**src/rtl/fifo_stream_unpacker.sv**
```systemverilog
// Read-side FIFO consumer: pops DataWidth words and serialises each into
// Ratio OutWidth-wide beats on a valid/ready stream, prefetching on the last beat.
module fifo_stream_unpacker #(
  parameter int unsigned DataWidth = 32,
  parameter int unsigned OutWidth  = 8,
  parameter bit          LsbFirst  = 1'b1
) (
  input  logic                 clk,
  input  logic                 rst,
  input  logic                 empty,
  input  logic [DataWidth-1:0] readData,
  output logic                 readEn,
  input  logic                 flush,
  output logic                 outValid,
  input  logic                 outReady,
  output logic [OutWidth-1:0]  outData,
  output logic                 outLast,
  output logic                 busy
);

  localparam int unsigned Ratio = DataWidth / OutWidth;
  localparam int unsigned BeatW = (Ratio > 1) ? $clog2(Ratio) : 1;
  localparam logic [BeatW-1:0] LastBeat = BeatW'(Ratio - 1);

  if ((DataWidth % OutWidth) != 0 || OutWidth == 0) begin : g_bad_ratio
    $error("fifo_stream_unpacker: DataWidth must be an integer multiple of OutWidth");
  end

  typedef enum logic {
    IDLE = 1'b0,
    SEND = 1'b1
  } state_t;

  state_t                 state_q, state_d;
  logic                   initQ;
  logic [DataWidth-1:0]   wordQ, word_d;
  logic [BeatW-1:0]       beatQ, beat_d;
  logic                   holdV;
  logic                   lastBeat;
  logic                   xfer;
  logic                   lastXfer;

  assign holdV    = (state_q == SEND);
  assign lastBeat = (beatQ == LastBeat);
  assign xfer     = holdV & outReady;
  assign lastXfer = xfer & lastBeat;

  // Pop when idle, or on the final beat so the next word follows without a bubble.
  assign readEn   = initQ & ~rst & ~flush & ~empty & (~holdV | lastXfer);

  assign outValid = holdV;
  assign outLast  = holdV & lastBeat;
  assign busy     = holdV;

  always_comb begin
    outData = '0;
    for (int unsigned i = 0; i < Ratio; i++) begin
      if (beatQ == BeatW'(i)) begin
        if (LsbFirst) outData = wordQ[i*OutWidth +: OutWidth];
        else          outData = wordQ[(Ratio-1-i)*OutWidth +: OutWidth];
      end
    end
  end

  always_comb begin
    state_d = state_q;
    beat_d  = beatQ;
    word_d  = wordQ;
    case (state_q)
      IDLE: begin
        if (readEn) begin
          state_d = SEND;
          beat_d  = '0;
          word_d  = readData;
        end
      end
      SEND: begin
        if (flush) begin
          state_d = IDLE;
          beat_d  = '0;
        end else if (readEn) begin
          beat_d  = '0;
          word_d  = readData;
        end else if (lastXfer) begin
          state_d = IDLE;
          beat_d  = '0;
        end else if (xfer) begin
          beat_d  = beatQ + BeatW'(1);
        end
      end
      default: begin
        state_d = IDLE;
        beat_d  = '0;
      end
    endcase
  end

  always_ff @(posedge clk) begin
    if (rst) begin
      state_q <= IDLE;
      initQ   <= 1'b0;
      beatQ   <= '0;
      wordQ   <= '0;
    end else begin
      state_q <= state_d;
      initQ   <= 1'b1;
      beatQ   <= beat_d;
      wordQ   <= word_d;
    end
  end

endmodule

```
**config.mk**
```make
export PLATFORM = sky130hd
export DESIGN_NAME = fifo_stream_unpacker
export DESIGN_NICKNAME = d
export VERILOG_FILES = /design/src/rtl/fifo_stream_unpacker.sv
export SDC_FILE = /design/constraint.sdc
export NUM_CORES = 1
export LEC_CHECK = 0
export ABC_AREA = 1
export BUFFER_PORTS_ARGS = -buffer_cell sky130_fd_sc_hd__buf_2
export CORE_ASPECT_RATIO = 1.2
export CORE_MARGIN = 2
export CORE_UTILIZATION = 25
export CTS_CLUSTER_SIZE = 10
export DETAILED_ROUTE_END_ITERATION = 6
export GPL_TIMING_DRIVEN = 0
export PLACE_DENSITY = 0.45
export REMOVE_ABC_BUFFERS = 1
export SLEW_MARGIN = 20
export SYNTH_ARGS = -nofsm -noshare
export SYNTH_HDL_FRONTEND = slang
export SYNTH_SLANG_ARGS = --single-unit
```
**constraint.sdc**
```tcl
create_clock -name clk -period 3.32 [get_ports clk]
set_input_delay 0.332 -clock clk [delete_from_list [all_inputs] [get_ports clk]]
set_output_delay 0.332 -clock clk [all_outputs]
set_load 0.005 [all_outputs]
```
# Word-level counts from Yosys, hierarchy flattened
# Cells that the tools add are included.
[totals] input_bits=37 output_inout_bits=12 register_bits=36
[classes] muxes=19 n_reduce_logical=2 bitwise=12 add_sub_neg=1 eq_ne=6
[ops] operator="$mux W32" n=2
[ops] operator="$pmux W32 S2" n=1
[ops] operator="$mux W8" n=4
[ops] operator="$mux W2" n=5
[ops] operator="$and A1 B1 Y1" n=7
[ops] operator="$mux W1" n=5
[ops] operator="$ne A5 B3 Y1 const B" n=1
[ops] operator="$eq A2 B2 Y1 const B" n=2
[ops] operator="$ne A2 B2 Y1 const B" n=2
[ops] operator="$not A1 Y1" n=4
[ops] operator="$pmux W2 S2" n=1
[ops] operator="$add A2 B1 Y2 const B" n=1
[ops] operator="$eq A2 B1 Y1 const B" n=1
[ops] operator="$logic_not A2 Y1" n=1
[ops] operator="$pmux W1 S2" n=1
[ops] operator="$reduce_and A2 Y1" n=1
[ops] operator="$or A1 B1 Y1" n=1

# Longest topological paths before layout
# Gate-level depths: netlist (run 1).
[depth] depth_word=8 mapped_depth=10 mapped_depth_nobuf=9

# Worst setup path before layout (run 1)
# OpenSTA, ideal clock, no wires.
[synth_timing] path_type="register to output" startpoint="register beatQ[1]" endpoint="output port outData[2]" path_stages_with_launch=8 path_buffers=1 path_slack_ps=1750 required_time_ps=2988 t_arrival_ps=1238 path_cell_list="dfxtp_1 inv_1 ha_1 inv_1 clkbuf_1 o21ai_0 o211ai_1 a22oi_1"
[synth_between] elab_chain_len=5 word_cells_on_any_way=8 cone_classes="eq/ne (3); mux (4); reduce/logical (1)"
[synth_rtl] element="start: declaration" line="37" text="logic [BeatW-1:0] beatQ, beat_d;"
[synth_rtl] element="start signal: assignment" line="107" text="beatQ <= beat_d;"
[synth_rtl] element="$logic_not A2 Y1" line="58" text="if (beatQ == BeatW'(i)) begin"
[synth_rtl] element="$mux W8 (3 in a row)" line="58"
[synth_rtl] element="$mux W8 (*)" line="58"
[synth_rtl] element="end: declaration" line="16" text="output logic [OutWidth-1:0] outData,"
# Mark *: on every way between the ends. The rest lies on a longest branch, timed or not.

# Worst setup path in the final report (run 1)
[layout_timing] startpoint="register beatQ[0]" endpoint="output port readEn"
[layout_between] elab_chain_len=4
[layout_rtl] element="$eq A2 B2 Y1" line="44" text="assign lastBeat = (beatQ == LastBeat);"
[layout_rtl] element="$and A1 B1 Y1" line="46" text="assign lastXfer = xfer & lastBeat;"
[layout_rtl] element="$or A1 B1 Y1" line="49" text="assign readEn = initQ & ~rst & ~flush & ~empty & (~holdV | lastXfer);"
[layout_rtl] element="$and A1 B1 Y1" line="49"
[layout_rtl] element="end: declaration" line="12" text="output logic readEn,"
# Every way passes these cells.

==> results of run 1 <==
==> final cells by class <==
class	count	area [µm²]
Fill cell	743	4423
Multi-Input combinational cell	139	735.7
Sequential cell	36	720.7
Timing Repair Buffer	48	240.2
Tap cell	85	106.4
Inverter	27	102.6
Clock buffer	6	72.57
Clock inverter	1	5.005
==> sequential cells by signal, indices dropped and copies added, names as in the netlist <==
signal,cells
initQ,1
busy,1
beatQ,2
wordQ,32
==> worst min path at each step <==
| stage | to | slack (ns) | start |
|---|---|---|---|
| after floorplan | wordQ[10] | 0.40 | rst |
| after global routing | busy | 0.29 | flush |
| after global placement | wordQ[1] | 0.44 | wordQ[1] |
| after CTS | busy | 0.28 | flush |
| final | wordQ[23] | 0.29 | readData[23] |
| after detailed placement | wordQ[6] | 0.45 | wordQ[6] |
==> stage by stage <==
step | power, W | cells | utilization [%]
finish | 0.0008506 | 342 | 30.96
global route | 0.0008980 | 342 | 30.96
CTS | 0.0008649 | 342 | 30.96
detailed placement | 0.0005703 | 335 | 29.75
global placement | 0.0005705 | 335 | 29.75
floorplan | 0.0005160 | 202 | -
==> worst min-delay path, stage by stage <==
cell	delay, ns
buf_2	0.10
nand2_1	0.05
a21oi_1	0.05
==> logic make-up (layout without fill, tap and decap cells) <==
group	count (synthesis)	count (layout)	synth area share [%]
buffers and inverters	41	82	11.75
and+or+nand+nor	53	53	14.03
DFF	36	36	43.67
AOI/OAI and AO/OA	82	82	27.52
adders and majority gates	4	4	3.033
==> cells in the final DEF (no fill, tap or decap), types with 5 or more instances in the layout <==
| cell type | synthesis | routed |
|---|---|---|
| nor2_1 | 6 | 6 |
| a22oi_1 | 8 | 8 |
| buf_2 | 4 | 48 |
| dfxtp_1 | 36 | 36 |
| nand2_1 | 39 | 39 |
| clkbuf_8 | 0 | 5 |
| o211ai_1 | 8 | 8 |
| o21ai_0 | 24 | 24 |
| a21oi_1 | 41 | 41 |
| inv_1 | 26 | 26 |
==> routing by layer <==
| metal | vias to the layer above | GRT usage, % | share of wire, % |
|---|---|---|---|
| met3 | 6 | 3.571 | 4.5 |
| li1 | 797 | - | - |
| met1 | 701 | 15.40 | 46 |
| met5 | - | 0 | 0 |
| met2 | 28 | 19.76 | 48 |
| met4 | 0 | 4.825 | 1.8 |
==> power groups by stage <==
stage | sequential (W) | combinational, W | clock (W)
5_1_grt | 0.000452 | 0.000124 | 0.000322
3_3_place_gp | 0.000461 | 0.000110 | 0
4_1_cts | 0.000451 | 0.000110 | 0.000304
3_5_place_dp | 0.000461 | 0.000109 | 0
6_report | 0.000451 | 0.000107 | 0.000292
2_1_floorplan | 0.000460 | 0.0000562 | 0
==> impl_metrics.ini, run 1 <==
[routing]
route.detailed.drc = 0
ant_nets = 0
wl_um = 4200
first_pass_iters = 4
post_drt_wl_per_cell_um = 12.28
via_per_inst = 4.480
drt-initial-drc-count = 86
vias = 1532

[setup_path]
r2r-start = beatQ[0]
crit_path_end_kind = output port
worstPathMaxFanout = 51
critPathLaunchType = register
reg2reg_setup_slack_ns = 0.90
crit_top_cell = nand2_2
cp-startpoint = beatQ[0]
cp_top_family = simple AND/OR/NAND/NOR gates
cp_num_cells = 6
critPathArrivalTime_ns = 2.54
crit_slowest_cell = ha_1
cp.required_ns = 2.99
cp-endpoint = readEn
rr_worst_depth = 7
path_cells = ha_1 -> nand2_2 -> nand2_2 -> nand3_4 -> clkinv_2 -> buf_2
critPathKind = reg2out
critPathMaxStageDelay_ns = 0.63
timing.rr.end = wordQ[13]
path_buf_inv = 2

[global_routing]
antenna_found_initial = 0
grt-ovfl-total = 0
grt_pass1_vias = 1409
grt_usage_pct = 12.26
grt_pass1_wl_um = 6879
grt_max_degree = 52

[place]
hpwl_um = 2867
place_congestion = 0.6868
post-place-ws_ns = 0.7076
portBuffers = 48
placed_cell_area_mm2 = 0.001906

[logic_synthesis]
syn_area_per_cell_um2 = 7.640
synth_ff_type = dfxtp_1
synth.most_common_cell = a21oi_1
synth_common_cells = 41 x a21oi_1, 39 x nand2_1, 36 x dfxtp_1, 26 x inv_1, 24 x o21ai_0
synth_area_leader_cell = dfxtp_1
synth.cell_area_mm2 = 0.001650
postSynthCellCount = 216
ys_types = 20
synthArstFlopShare_pct = 0
synth_edf_count = 0
ys_ff_latch = 36
synth_area_leaders = dfxtp_1 44%, a21oi_1 12%, nand2_1 8.9%
yosysSeqAreaShare_pct = 43.67
yosysTopAreaCellShare_pct = 43.67
yosys_warnings = 0

[clock_tree]
clk_latency_ns = 0.29
htree_levels = 2
cts_resized = 0
cts-buffers-inserted = 5
holdBufCountCts = 0
clock_sinks = 36
cts-root-buf = clkbuf_8
clkTransAtPathRegs_ns = 0.07
clk_path_buf_depth = 2
cts_setup_buffers = 0
cts_tree = done

[power_and_ir_drop]
p_seq_share_pct = 53.0
powerDensity_mw_per_mm2 = 428.9
pwr-share-clk_pct = 34.4
power_switching_w = 0.0002182
peakVddDrop_mv = 0.1334
leakagePower_nw = 0.8340
swShare_pct = 25.65
power_frac_comb_pct = 12.6
power.internal_w = 0.0006324

[timing]
rsz0062_at_grt = false
finalSetupViolCount = 0
setup-tns-final_ns = 0
fin_skew_ns = 0.007295
post-route-min-period_ns = 2.871
holdWs_ns = 0.2862
relSlewSlack_pct = 53.95
tightest_slew_ns = 0.6908
fmax_mhz = 348.3
finalCritPeriodShare_pct = 86.48
hold_violations = 0
drv_slew = 0
setup_ws_ns = 0.4490

[flow_run]
drv_cap = 0

[finish]
synthToLayoutAreaGrowth_pct = 20.17
antennaDiodeCount = 0
fin_area_mm2 = 0.001983
nets = 298
drive_gt1_share_pct = 22.96

[floorplanning]
die_w_um = 78.17
start_util_pct = 25.76
die_h_um = 93.01
rows = 32
core_mm2 = 0.006406
die-area_mm2 = 0.007270
io_pins = 49

[hold_path]
hold_depth = 3
hold_path_class = in2reg

[status]
status = finished, final reports clean
(Power assumes the default switching activity.)
==> run 2: changes to the inputs <==
--- a/config.mk
+++ b/config.mk
@@ -6,14 +6,15 @@
 export NUM_CORES = 1
 export LEC_CHECK = 0
 export ABC_AREA = 1
+export ABC_CLOCK_PERIOD_IN_PS = 3100
 export BUFFER_PORTS_ARGS = -buffer_cell sky130_fd_sc_hd__buf_2
 export CORE_ASPECT_RATIO = 1.2
 export CORE_MARGIN = 2
-export CORE_UTILIZATION = 25
+export CORE_UTILIZATION = 50
 export CTS_CLUSTER_SIZE = 10
 export DETAILED_ROUTE_END_ITERATION = 6
 export GPL_TIMING_DRIVEN = 0
-export PLACE_DENSITY = 0.45
+export PLACE_DENSITY = 0.78
 export REMOVE_ABC_BUFFERS = 1
 export SLEW_MARGIN = 20
 export SYNTH_ARGS = -nofsm -noshare
==> constraint.sdc (replaced) <==
create_clock -name clk -period 3.1 [get_ports clk]
set_input_delay 0.31 -clock clk [delete_from_list [all_inputs] [get_ports clk]]
set_output_delay 0.31 -clock clk [all_outputs]
set_load 0.005 [all_outputs]
==> run 2 against run 1 <==
  * Sequential cell count unchanged
  * Global-route usage increased by 8.5 points
  * Clock skew increased by 0.0063 ns
  * Final cell count decreased by 14%
  * Combinational power increased by 5%
  * Power increased by 2.5%
  * Final area decreased by 3.7%
  * Sequential share of layout area increased by 1.4 points
  * Register-to-register slack got worse by 0.13 ns
  * Via count increased by 1.5%
  * Die area decreased by 48%
  * Routed wire length decreased by 15%
  * Largest cell class unchanged
  * Highest routed layer unchanged
==> impl_metrics.ini, run 2 (synthesized netlist as in run 1, its figures left out) <==
[status]
status = finished, final reports clean

[finish]
antennaDiodeCount = 0
drive_gt1_share_pct = 23.35
reg_top3 = wordQ (32), beatQ (2)
final_common_cell = buf_2
largest_register_ffs = 32
final_cell_mix = 48 x buf_2, 41 x a21oi_1, 39 x nand2_1, 36 x dfxtp_1, 26 x inv_1
fill_cells = 312
synthToLayoutAreaGrowth_pct = 15.69
top_register = wordQ
nets = 298

[routing]
top_layer = met4
wl_um = 3585
route.detailed.drc = 0
drt-initial-drc-count = 48
wl_met3_um = 249
ant_nets = 0
vias = 1555
met2_wirelength_um = 1767
first_pass_iters = 4
met1_length_um = 1527
post_drt_wl_per_cell_um = 12.24
via_per_inst = 5.307

[timing]
fin_skew_ns = 0.01363
hold_violations = 0
setup-tns-final_ns = 0
drv_slew = 0
post-route-min-period_ns = 2.836
finalCritPeriodShare_pct = 91.49
holdWs_ns = 0.1934
rsz0062_at_grt = false
tightest_slew_ns = 0.6791
finalSetupViolCount = 0
fmax_mhz = 352.6
relSlewSlack_pct = 54.73

[setup_path]
crit_slowest_cell = ha_1
critPathMaxStageDelay_ns = 0.62
path_cells = ha_1 -> nand2_2 -> nand2_2 -> nand3_4 -> clkinv_2 -> buf_2
critPathArrivalTime_ns = 2.53
crit_top_cell = nand2_2
cp_top_family = simple AND/OR/NAND/NOR gates
crit_path_end_kind = output port
path_buf_inv = 2
worstPathMaxFanout = 51
critPathLaunchType = register
cp.required_ns = 2.79
critPathKind = reg2out

[floorplanning]
io_pins = 49
core_mm2 = 0.003110
die-area_mm2 = 0.003778
die_w_um = 56.45
die_h_um = 66.94
start_util_pct = 53.06
rows = 22

[power_and_ir_drop]
powerDensity_mw_per_mm2 = 456.7
pwr-share-clk_pct = 31.8
power_frac_comb_pct = 12.8
p_seq_share_pct = 55.4
power.internal_w = 0.0006533
peakVddDrop_mv = 0.3303
p_total_w = 0.0008719
leakagePower_nw = 0.8303
power_switching_w = 0.0002187
swShare_pct = 25.08

[clock_tree]
cts-buffers-inserted = 5
clk_latency_ns = 0.34
holdBufCountCts = 0
htree_levels = 2
clk_path_buf_depth = 2
clkTransAtPathRegs_ns = 0.10
clock_sinks = 36
cts_resized = 0
cts_setup_buffers = 0
cts-root-buf = clkbuf_4
cts_tree = done

[place]
hpwl_um = 2352
portBuffers = 48
place_congestion = 0.7212

[global_routing]
grt_pass1_wl_um = 6003
grt_usage_pct = 20.71
grt_pass1_vias = 1394
antenna_found_initial = 0
grt-ovfl-total = 0
grt_max_degree = 52

[flow_run]
drv_cap = 0

[hold_path]
hold_path_class = in2reg
run 2: worst paths after layout:
path | from | to | slack, ns | cells after the start
setup / recovery | beatQ[0] | readEn | 0.26 | 6
hold / removal | flush | busy | 0.19 | 2
setup reg to reg | beatQ[0] | wordQ[12] | 0.77 | 7
hold reg to reg | wordQ[5] | wordQ[5] | 0.46 | 2
run 2: power groups by stage:
stage | logic [W] | registers, W | clock network (W)
6_report | 0.000112 | 0.000483 | 0.000277
3_3_place_gp | 0.000110 | 0.000493 | 0
4_1_cts | 0.000113 | 0.000483 | 0.000280
5_1_grt | 0.000127 | 0.000485 | 0.000307
2_1_floorplan | 0.0000602 | 0.000492 | 0
3_5_place_dp | 0.000112 | 0.000494 | 0
run 2: per-layer routing:
| layer | GRT usage [%] | up-vias |
|---|---|---|
| met2 | 38.08 | 45 |
| met5 | 0 | - |
| met3 | 6.214 | 5 |
| li1 | - | 801 |
| met4 | 8.036 | 0 |
| met1 | 22.01 | 704 |
run 2: area by class of cell:
class                      count  area (µm²)  area share (%)
multi-input combinational    139       735.7           38.53
sequential                    36       720.7           37.75
timing repair buffer          48       240.2           12.58
inverter                      27       102.6           5.374
clock buffer                   7       65.06           3.408
tap                           36       45.04           2.359
run 2: stage by stage:
| stage | std cells | utilization (%) | setup slack, ns | cell area, µm² |
|---|---|---|---|---|
| floorplan | 202 | - | 1.243 | 1559 |
| global placement | 286 | 59.29 | 0.6293 | 1844 |
| detailed placement | 286 | 59.29 | 0.6203 | 1844 |
| CTS | 293 | 61.38 | 0.2506 | 1909 |
| global route | 293 | 61.38 | 0.04899 | 1909 |
| finish | 293 | 61.38 | 0.2638 | 1909 |
